File: src/rtl/conv_window_feeder.sv
// rtl/conv_window_feeder.sv - F x F x CIN sliding-window feeder (optional win_last via CONV_WINDOW_FEEDER_LAST_EN)
module conv_window_feeder #(
    parameter int WIDTH  = 8,
    parameter int F      = 5,
    parameter int CIN    = 3,
    parameter int IMG_W  = 32,
    parameter int IMG_H  = 32,
    parameter int STRIDE = 1
) (
    input  logic                 clk,
    input  logic                 rst,
    input  logic [WIDTH*CIN-1:0] in_data,
    input  logic                 in_valid,
    output logic                 in_ready,
    output logic [WIDTH-1:0]     win [0:CIN*F*F-1],
    output logic                 win_valid,
    input  logic                 win_ready
`ifdef CONV_WINDOW_FEEDER_LAST_EN
    ,
    output logic                 win_last
`endif
);

    localparam int CW = (IMG_W > 1) ? $clog2(IMG_W) : 1;
    localparam int RW = (IMG_H > 1) ? $clog2(IMG_H) : 1;
    localparam int LAST_ROW = IMG_H - 1 - ((IMG_H - F) % STRIDE);
    localparam int LAST_COL = IMG_W - 1 - ((IMG_W - F) % STRIDE);

    logic [CW-1:0]    col;
    logic [RW-1:0]    row;
    logic             accept;
    logic             complete;
    logic             last_pos;

    // lb[c][0] holds the oldest buffered row, lb[c][F-2] the most recent one
    logic [WIDTH-1:0] lb      [CIN][F-1][IMG_W];
    logic [WIDTH-1:0] sw      [CIN][F][F];
    logic [WIDTH-1:0] new_col [CIN][F];
    logic [WIDTH-1:0] nxt     [CIN][F][F];

    assign in_ready = !win_valid || win_ready;
    assign accept   = in_valid && in_ready;

    // Build the incoming column and the window as it will look after this accept
    always_comb begin
        for (int c = 0; c < CIN; c++) begin
            for (int r = 0; r < F - 1; r++) begin
                new_col[c][r] = lb[c][r][col];
            end
            new_col[c][F-1] = in_data[c*WIDTH +: WIDTH];
            for (int r = 0; r < F; r++) begin
                for (int k = 0; k < F - 1; k++) begin
                    nxt[c][r][k] = sw[c][r][k+1];
                end
                nxt[c][r][F-1] = new_col[c][r];
            end
        end
    end

    // Decide whether the pixel at (row, col) closes a strided output position
    always_comb begin
        complete = (int'(row) >= F - 1) && (int'(col) >= F - 1) &&
                   (((int'(row) - (F - 1)) % STRIDE) == 0) &&
                   (((int'(col) - (F - 1)) % STRIDE) == 0);
        last_pos = (int'(row) == LAST_ROW) && (int'(col) == LAST_COL);
    end

    // Line buffers and shift window; contents are masked by the counters so no reset
    always_ff @(posedge clk) begin
        if (accept) begin
            for (int c = 0; c < CIN; c++) begin
                for (int j = 0; j < F - 2; j++) begin
                    lb[c][j][col] <= lb[c][j+1][col];
                end
                lb[c][F-2][col] <= in_data[c*WIDTH +: WIDTH];
                for (int r = 0; r < F; r++) begin
                    for (int k = 0; k < F; k++) begin
                        sw[c][r][k] <= nxt[c][r][k];
                    end
                end
            end
        end
    end

    // Raster counters and the registered output window with its valid flag
    always_ff @(posedge clk or posedge rst) begin
        if (rst) begin
            col       <= '0;
            row       <= '0;
            win_valid <= 1'b0;
            for (int i = 0; i < CIN*F*F; i++) begin
                win[i] <= '0;
            end
`ifdef CONV_WINDOW_FEEDER_LAST_EN
            win_last  <= 1'b0;
`endif
        end else begin
            if (accept) begin
                if (col == CW'(IMG_W - 1)) begin
                    col <= '0;
                    if (row == RW'(IMG_H - 1)) begin
                        row <= '0;
                    end else begin
                        row <= row + 1'b1;
                    end
                end else begin
                    col <= col + 1'b1;
                end
            end
            if (accept && complete) begin
                win_valid <= 1'b1;
                for (int c = 0; c < CIN; c++) begin
                    for (int r = 0; r < F; r++) begin
                        for (int k = 0; k < F; k++) begin
                            win[c*F*F + r*F + k] <= nxt[c][r][k];
                        end
                    end
                end
`ifdef CONV_WINDOW_FEEDER_LAST_EN
                win_last  <= last_pos;
`endif
            end else if (win_ready) begin
                win_valid <= 1'b0;
            end
        end
    end

`ifndef CONV_WINDOW_FEEDER_LAST_EN
    logic unused_last;
    assign unused_last = last_pos;
`endif

endmodule

File: config.mk
export PLATFORM = sky130hd
export DESIGN_NAME = conv_window_feeder
export DESIGN_NICKNAME = d
export VERILOG_FILES = /design/src/rtl/conv_window_feeder.sv
export SDC_FILE = /design/constraint.sdc
export NUM_CORES = 2
export LEC_CHECK = 0
export BUFFER_PORTS_ARGS = -buffer_cell sky130_fd_sc_hd__buf_2
export CAP_MARGIN = 20
export CORE_MARGIN = 2
export CORE_UTILIZATION = 45
export DETAILED_ROUTE_END_ITERATION = 8
export GPL_TIMING_DRIVEN = 0
export HOLD_SLACK_MARGIN = 0.15
export PLACE_DENSITY = 0.66
export SETUP_SLACK_MARGIN = 0.2
export SYNTH_ARGS = -nofsm -noshare
export SYNTH_HDL_FRONTEND = slang
export SYNTH_SLANG_ARGS = --single-unit
export TNS_END_PERCENT = 20
File: constraint.sdc
create_clock -name clk -period 23 [get_ports clk]
set_input_delay 1.15 -clock clk [delete_from_list [all_inputs] [get_ports clk]]
set_output_delay 1.15 -clock clk [all_outputs]
set_load 0.05 [all_outputs]
== After elaboration in Yosys (flattened, before gate mapping) ==
Memory sizes are Yosys's and may differ from the RTL's.
Cells that the tools add are included.

* Register bits: 611
* Bits in writable memories: 3672
* Output and inout port bits: 602
* Word-level logic and storage cells: 142
* Memories kept: 2

* $add $sub $neg: 2
* Order comparisons: 4
* Equality and inequality tests: 2
* Mux-type cells: 45
* Bitwise operators: 1
* Reduce and logical (&&, ||, !) cells: 8

{| class="wikitable"
|+ Memories
! memory !! depth !! bits a word !! read ports !! clocked after Yosys merged registers in !! wr ports !! RTL line !! RTL
|-
| lb || 3 || 1024 || 3 || 0 || 3 || 36 || <nowiki>logic [WIDTH-1:0] lb [CIN][F-1][IMG_W];</nowiki>
|-
| sw || 3 || 200 || 3 || 0 || 3 || 37 || <nowiki>logic [WIDTH-1:0] sw [CIN][F][F];</nowiki>
|}

{| class="wikitable"
|+ Operators by type and width
! kind !! count
|-
| $bmux 8 s5 || 12
|-
| $mux 256 || 1
|-
| $mux 8 || 25
|-
| $demux 8 s5 || 1
|-
| $add 5x1->5 const B || 2
|-
| $eq 5x5->1 const B || 2
|-
| $ge 5x3->1 const B || 2
|-
| $mux 5 || 2
|-
| $ge 6x6->1 const B || 1
|-
| $lt 6x1->1 const B || 1
|-
| $not 5->6 || 1
|-
| $logic_and 1x1->1 || 4
|-
| $mux 1 || 4
|-
| $reduce_and 2->1 || 1
|-
| $reduce_bool 2->1 || 1
|-
| $logic_not 1->1 || 1
|-
| $logic_or 1x1->1 || 1
|}

== Depth between registers and ports, before layout ==
* Depth in word-level cells: 6
* Depth in mapped cells: 10

== Least setup slack after synthesis ==
No wires, ideal clock.

* Path kind: input port to flip-flop
* From: input win_ready
* To: memory lb[0][0] (netlist bit), enable pin
* Setup time: 552 ps
* Arrival time: 23017 ps
* Data required time: 22448 ps
* Path slack: -569 ps
* Cell stages on the path: 6
* Buffers on the path: 1
* Cells stage by stage: nand2b_1 > nand2_1 > inv_1 > clkbuf_1 > nand2_1 > nor2_1

{| class="wikitable"
|+ RTL lines
! item !! RTL line !! RTL
|-
| from (decl) || 17 || <nowiki>input logic win_ready</nowiki>
|-
| to (decl) || 36 ||
|}

==> results.tsv <==
stage	metric	value	unit
cells_and_area	nets	9168	
grt	initial antenna violation count	43	
synthesis	sequential area share after synthesis	79.4	%
setup_path	Arr. time, crit path	6000	ps
setup_path	FF-to-FF path depth	7	
floorplan	die area	346000	sq um
grt	first-pass GRT wire length	569000	microns
floorplan	row cnt	214	
clocking	clock tree buffer depth	4	
grt	global-route usage over all layers	22.7	%
setup_path	delay-heaviest family, CP	simple AND/OR/NAND/NOR gates	
setup_path	Worst path depth	7	
synthesis	synthesized area per cell	19.5	sq um
synthesis	syn nets	7918	
sta	Final Hold Viols	0	
setup_path	Setup crit start kind	flop	
sta	fin crit share	22.4	%
placed_design	DP HPWL	271000	microns
floorplan	core area	340000	sq um
floorplan	Starting Density	45.2	%
sta	setup tns final	0	ps
setup_path	crit path max-delay cell type	nand2_1	
setup_path	CP Max Fanout	34	
clocking	CTS tree	done	
setup_path	worst r2r src	col[0]$_DFFE_PP0P_	
sta	Slew Limit Fails	0	
routing	via count	80000	
setup_path	CP startpoint	col[0]$_DFFE_PP0P_	
grt	Remaining Overflow, GRT	0	
min_path	Hold WC Path Type	primary input to asynchronous set/reset pin	
clocking	CTS clock-pin slew for the worst setup and hold paths	60	ps
floorplan	die height	588	microns
synthesis	Post-synth ARST share	14.7	%
grt	vias in the first global route	80400	
placed_design	Post-Place Cell Area	167000	sq um
sta	Rel. slew slack	15.2	%
clocking	H-tree levels	5	
pwr	leakage power total	0.0639	uW
outcome	failing checks	design-rule violations	
job	max cap viols	0	
synthesis	number of synthesized flops with an enable pin	3552	
synthesis	post-synth cell types	34	
routing	routed len/inst	28.7	microns
cells_and_area	layout cells sized above 1	25.8	%
clocking	CTS Hold Buffers Added	0	
routing	DR iter-0 viols	8439	
grt	largest net degree at the start of global routing	123	
setup_path	Setup crit end kind	flop	
clocking	post_cts resized	0	
setup_path	CP endpoint	win[323]$_DFFE_PP0P_	
setup_path	Buf/Inv on CP	2	
synthesis	mapped cell area	154000	sq um
clocking	clk_lat worst skew	1000	ps
clocking	Post CTS Setup Buffer Count	0	
setup_path	R2R Path End	win[323]$_DFFE_PP0P_	
routing	Pre-antenna DRT Iters	8	
setup_path	flop-to-flop setup slack	17850	ps
clocking	clock sinks	4163	
setup_path	CP Cell Sequence	buf_4 -> nand4_1 -> clkbuf_1 -> o22ai_1 -> nor4_1 -> nand2_1 -> mux2_2	
sta	skew final	59.3	ps
synthesis	Most used DFF post-synth	edfxtp_1	
routing	DR DRC count	2	
sta	Worst-Margin Slew	1260	ps
sta	fmax	194	MHz
outcome	status	complete, but fails checks	
sta	Setup violations, final	0	
setup_path	critical path data required time	23850	ps
cells_and_area	post-route cell area	181000	sq um
sta	Final min period	5150	ps
routing	vias per cell	5.70	
routing	Antenna Nets Post-Route	0	
synthesis	Yosys warning total	0	
clocking	clock root buffer	clkbuf_16	
sta	setup repair after global routing missed its margin	no	
setup_path	Critical Path Max Stage Delay	960	ps
pwr	PwrDens	149	nW/um^2
clocking	Num CTS Buffers	419	
pwr	Peak VDD IR	0.000120	V
floorplan	I/O pin count	630	
floorplan	chip width	588	microns
routing	DRT Wirelength	403000	microns
synthesis	cell count after synthesis	7882	
placed_design	RD Place Congestion	0.809	
placed_design	input/output buffers	629	
cells_and_area	Area growth syn-to-layout	17.5	%
synthesis	flops & latches, synth	4163	
setup_path	WS Path Type	flop to flop	
==> per-layer routing <==
metal / global-route usage [%] / vias to the layer above / wire length (microns)
li1: - / 34200 / -
met1: 29.2 / 41300 / 155000
met2: 38.2 / 3663 / 197000
met3: 4.12 / 794 / 33900
met4: 9.29 / 20 / 17200
met5: 0 / - / 129
==> cell usage in the layout, fill, tap and decap left out, types with 5 or more instances in the layout <==
cell type,n
edfxtp_1,3552
mux2i_1,1536
buf_2,854
o22ai_1,728
dfrtp_1,611
mux2_2,594
clkbuf_16,426
nor4_1,192
clkbuf_1,190
buf_12,133
nand2_1,75
buf_4,74
clkinv_1,74
clkinv_2,64
buf_16,59
o22ai_2,40
clkbuf_8,37
nand2_2,34
nor2_4,32
diode_2,28
bufinv_16,19
buf_1,17
inv_6,17
buf_6,15
mux2_1,9
ha_1,8
clkinvlp_4,8
nand4bb_1,6
o21ai_0,6
inv_1,5
inv_16,5
buf_8,5
==> worst min-delay path by stage <==
stage	startpoint	to	slack, ps	cells after the start
after floorplan	sw[1][48]$_DFFE_PP_	sw[1][56]$_DFFE_PP_	420	0
after global placement	sw[1][2]$_DFFE_PP_	sw[1][10]$_DFFE_PP_	420	0
after detailed placement	sw[2][41]$_DFFE_PP_	sw[2][49]$_DFFE_PP_	430	0
after CTS	rst	win[271]$_DFFE_PP0P_	260	2
after global routing	rst	win[271]$_DFFE_PP0P_	320	2
final	rst	win[271]$_DFFE_PP0P_	250	2
==> logic make-up after synthesis <==
kind of cell | count (synthesis) | synth area share, %
simple gates | 369 | 1.32
xor+xnor | 1 | 0.00570
compound gates | 778 | 3.34
flops | 4163 | 79.4
buf+inv | 424 | 1.47
mux | 2139 | 14.4
fa+ha+maj | 8 | 0.0652
==> per-stage QoR <==
| step | cells | hold WS [ps] | setup WS, ps | power (uW) | utilization, % |
|---|---|---|---|---|---|
| finish | 14000 | 253 | 17850 | 26900 | 53.1 |
| global placement | 13000 | 423 | -3740 | 19700 | 47.8 |
| detailed placement | 13200 | 430 | 18010 | 20200 | 49.1 |
| global route | 14000 | 319 | 17830 | 27700 | 53.1 |
| CTS | 14000 | 260 | 18020 | 26800 | 53.0 |
| floorplan | 7882 | 419 | 4740 | 16500 | - |
==> state kept, by name, indices dropped and copies added, names as in the netlist <==
signal / count
row: 5
sw: 480
lb: 3072
col: 5
win_valid: 1
win: 600
==> worst reg2reg max path: cells and delay by family (launching register included) <==
family	cells	cell delay (ps)
AND/OR/NAND/NOR	3	2690
buffers and inverters	2	950
multiplexers	1	580
flip-flops	1	520
AO/OA/AOI/OAI	1	250
==> cells in the mapped netlist, types with 2 or more instances <==
cell       instances  area [sq um]
a21oi_1            3          15.0
and3_1             2          12.5
buf_1             17          63.8
buf_2            222          1110
buf_4             74           556
buf_6             15           169
clkbuf_1          90           338
dfrtp_1          611         15300
edfxtp_1        3552        107000
ha_1               8           100
inv_1              6          22.5
mux2_1             9           101
mux2_2           594          6690
mux2i_1         1536         15400
nand2_1          109           409
nand3_1            4          20.0
nand3b_1           4          30.0
nand4b_2           3          45.0
nand4bb_1          6          67.6
nor2_1            35           131
nor3_1             2          10.0
nor4_1           192          1200
o21ai_0            6          30.0
o22ai_1          728          4550
o22ai_2           40           500
or3_1              2          12.5
or3b_2             2          17.5
or4b_1             4          40.0
==> report_power, final <==
group	switching, uW	total, uW	internal (uW)
Combinational	6580	9000	2420
Sequential	362	11300	10900
Clock	2840	6570	3740
Total	9780	26900	17100
==> layout make-up <==
class	instances	area, sq um
Antenna cell	28	70.1
Buffer	418	2250
Clock buffer	567	11500
Clock inverter	202	1710
Fill cell	26200	159000
Inverter	6	30.0
Multi-Input combinational cell	3295	29800
Sequential cell	4163	122000
Tap cell	4536	5680
Timing Repair Buffer	829	7520
Power figures use the tool's default switching activity.
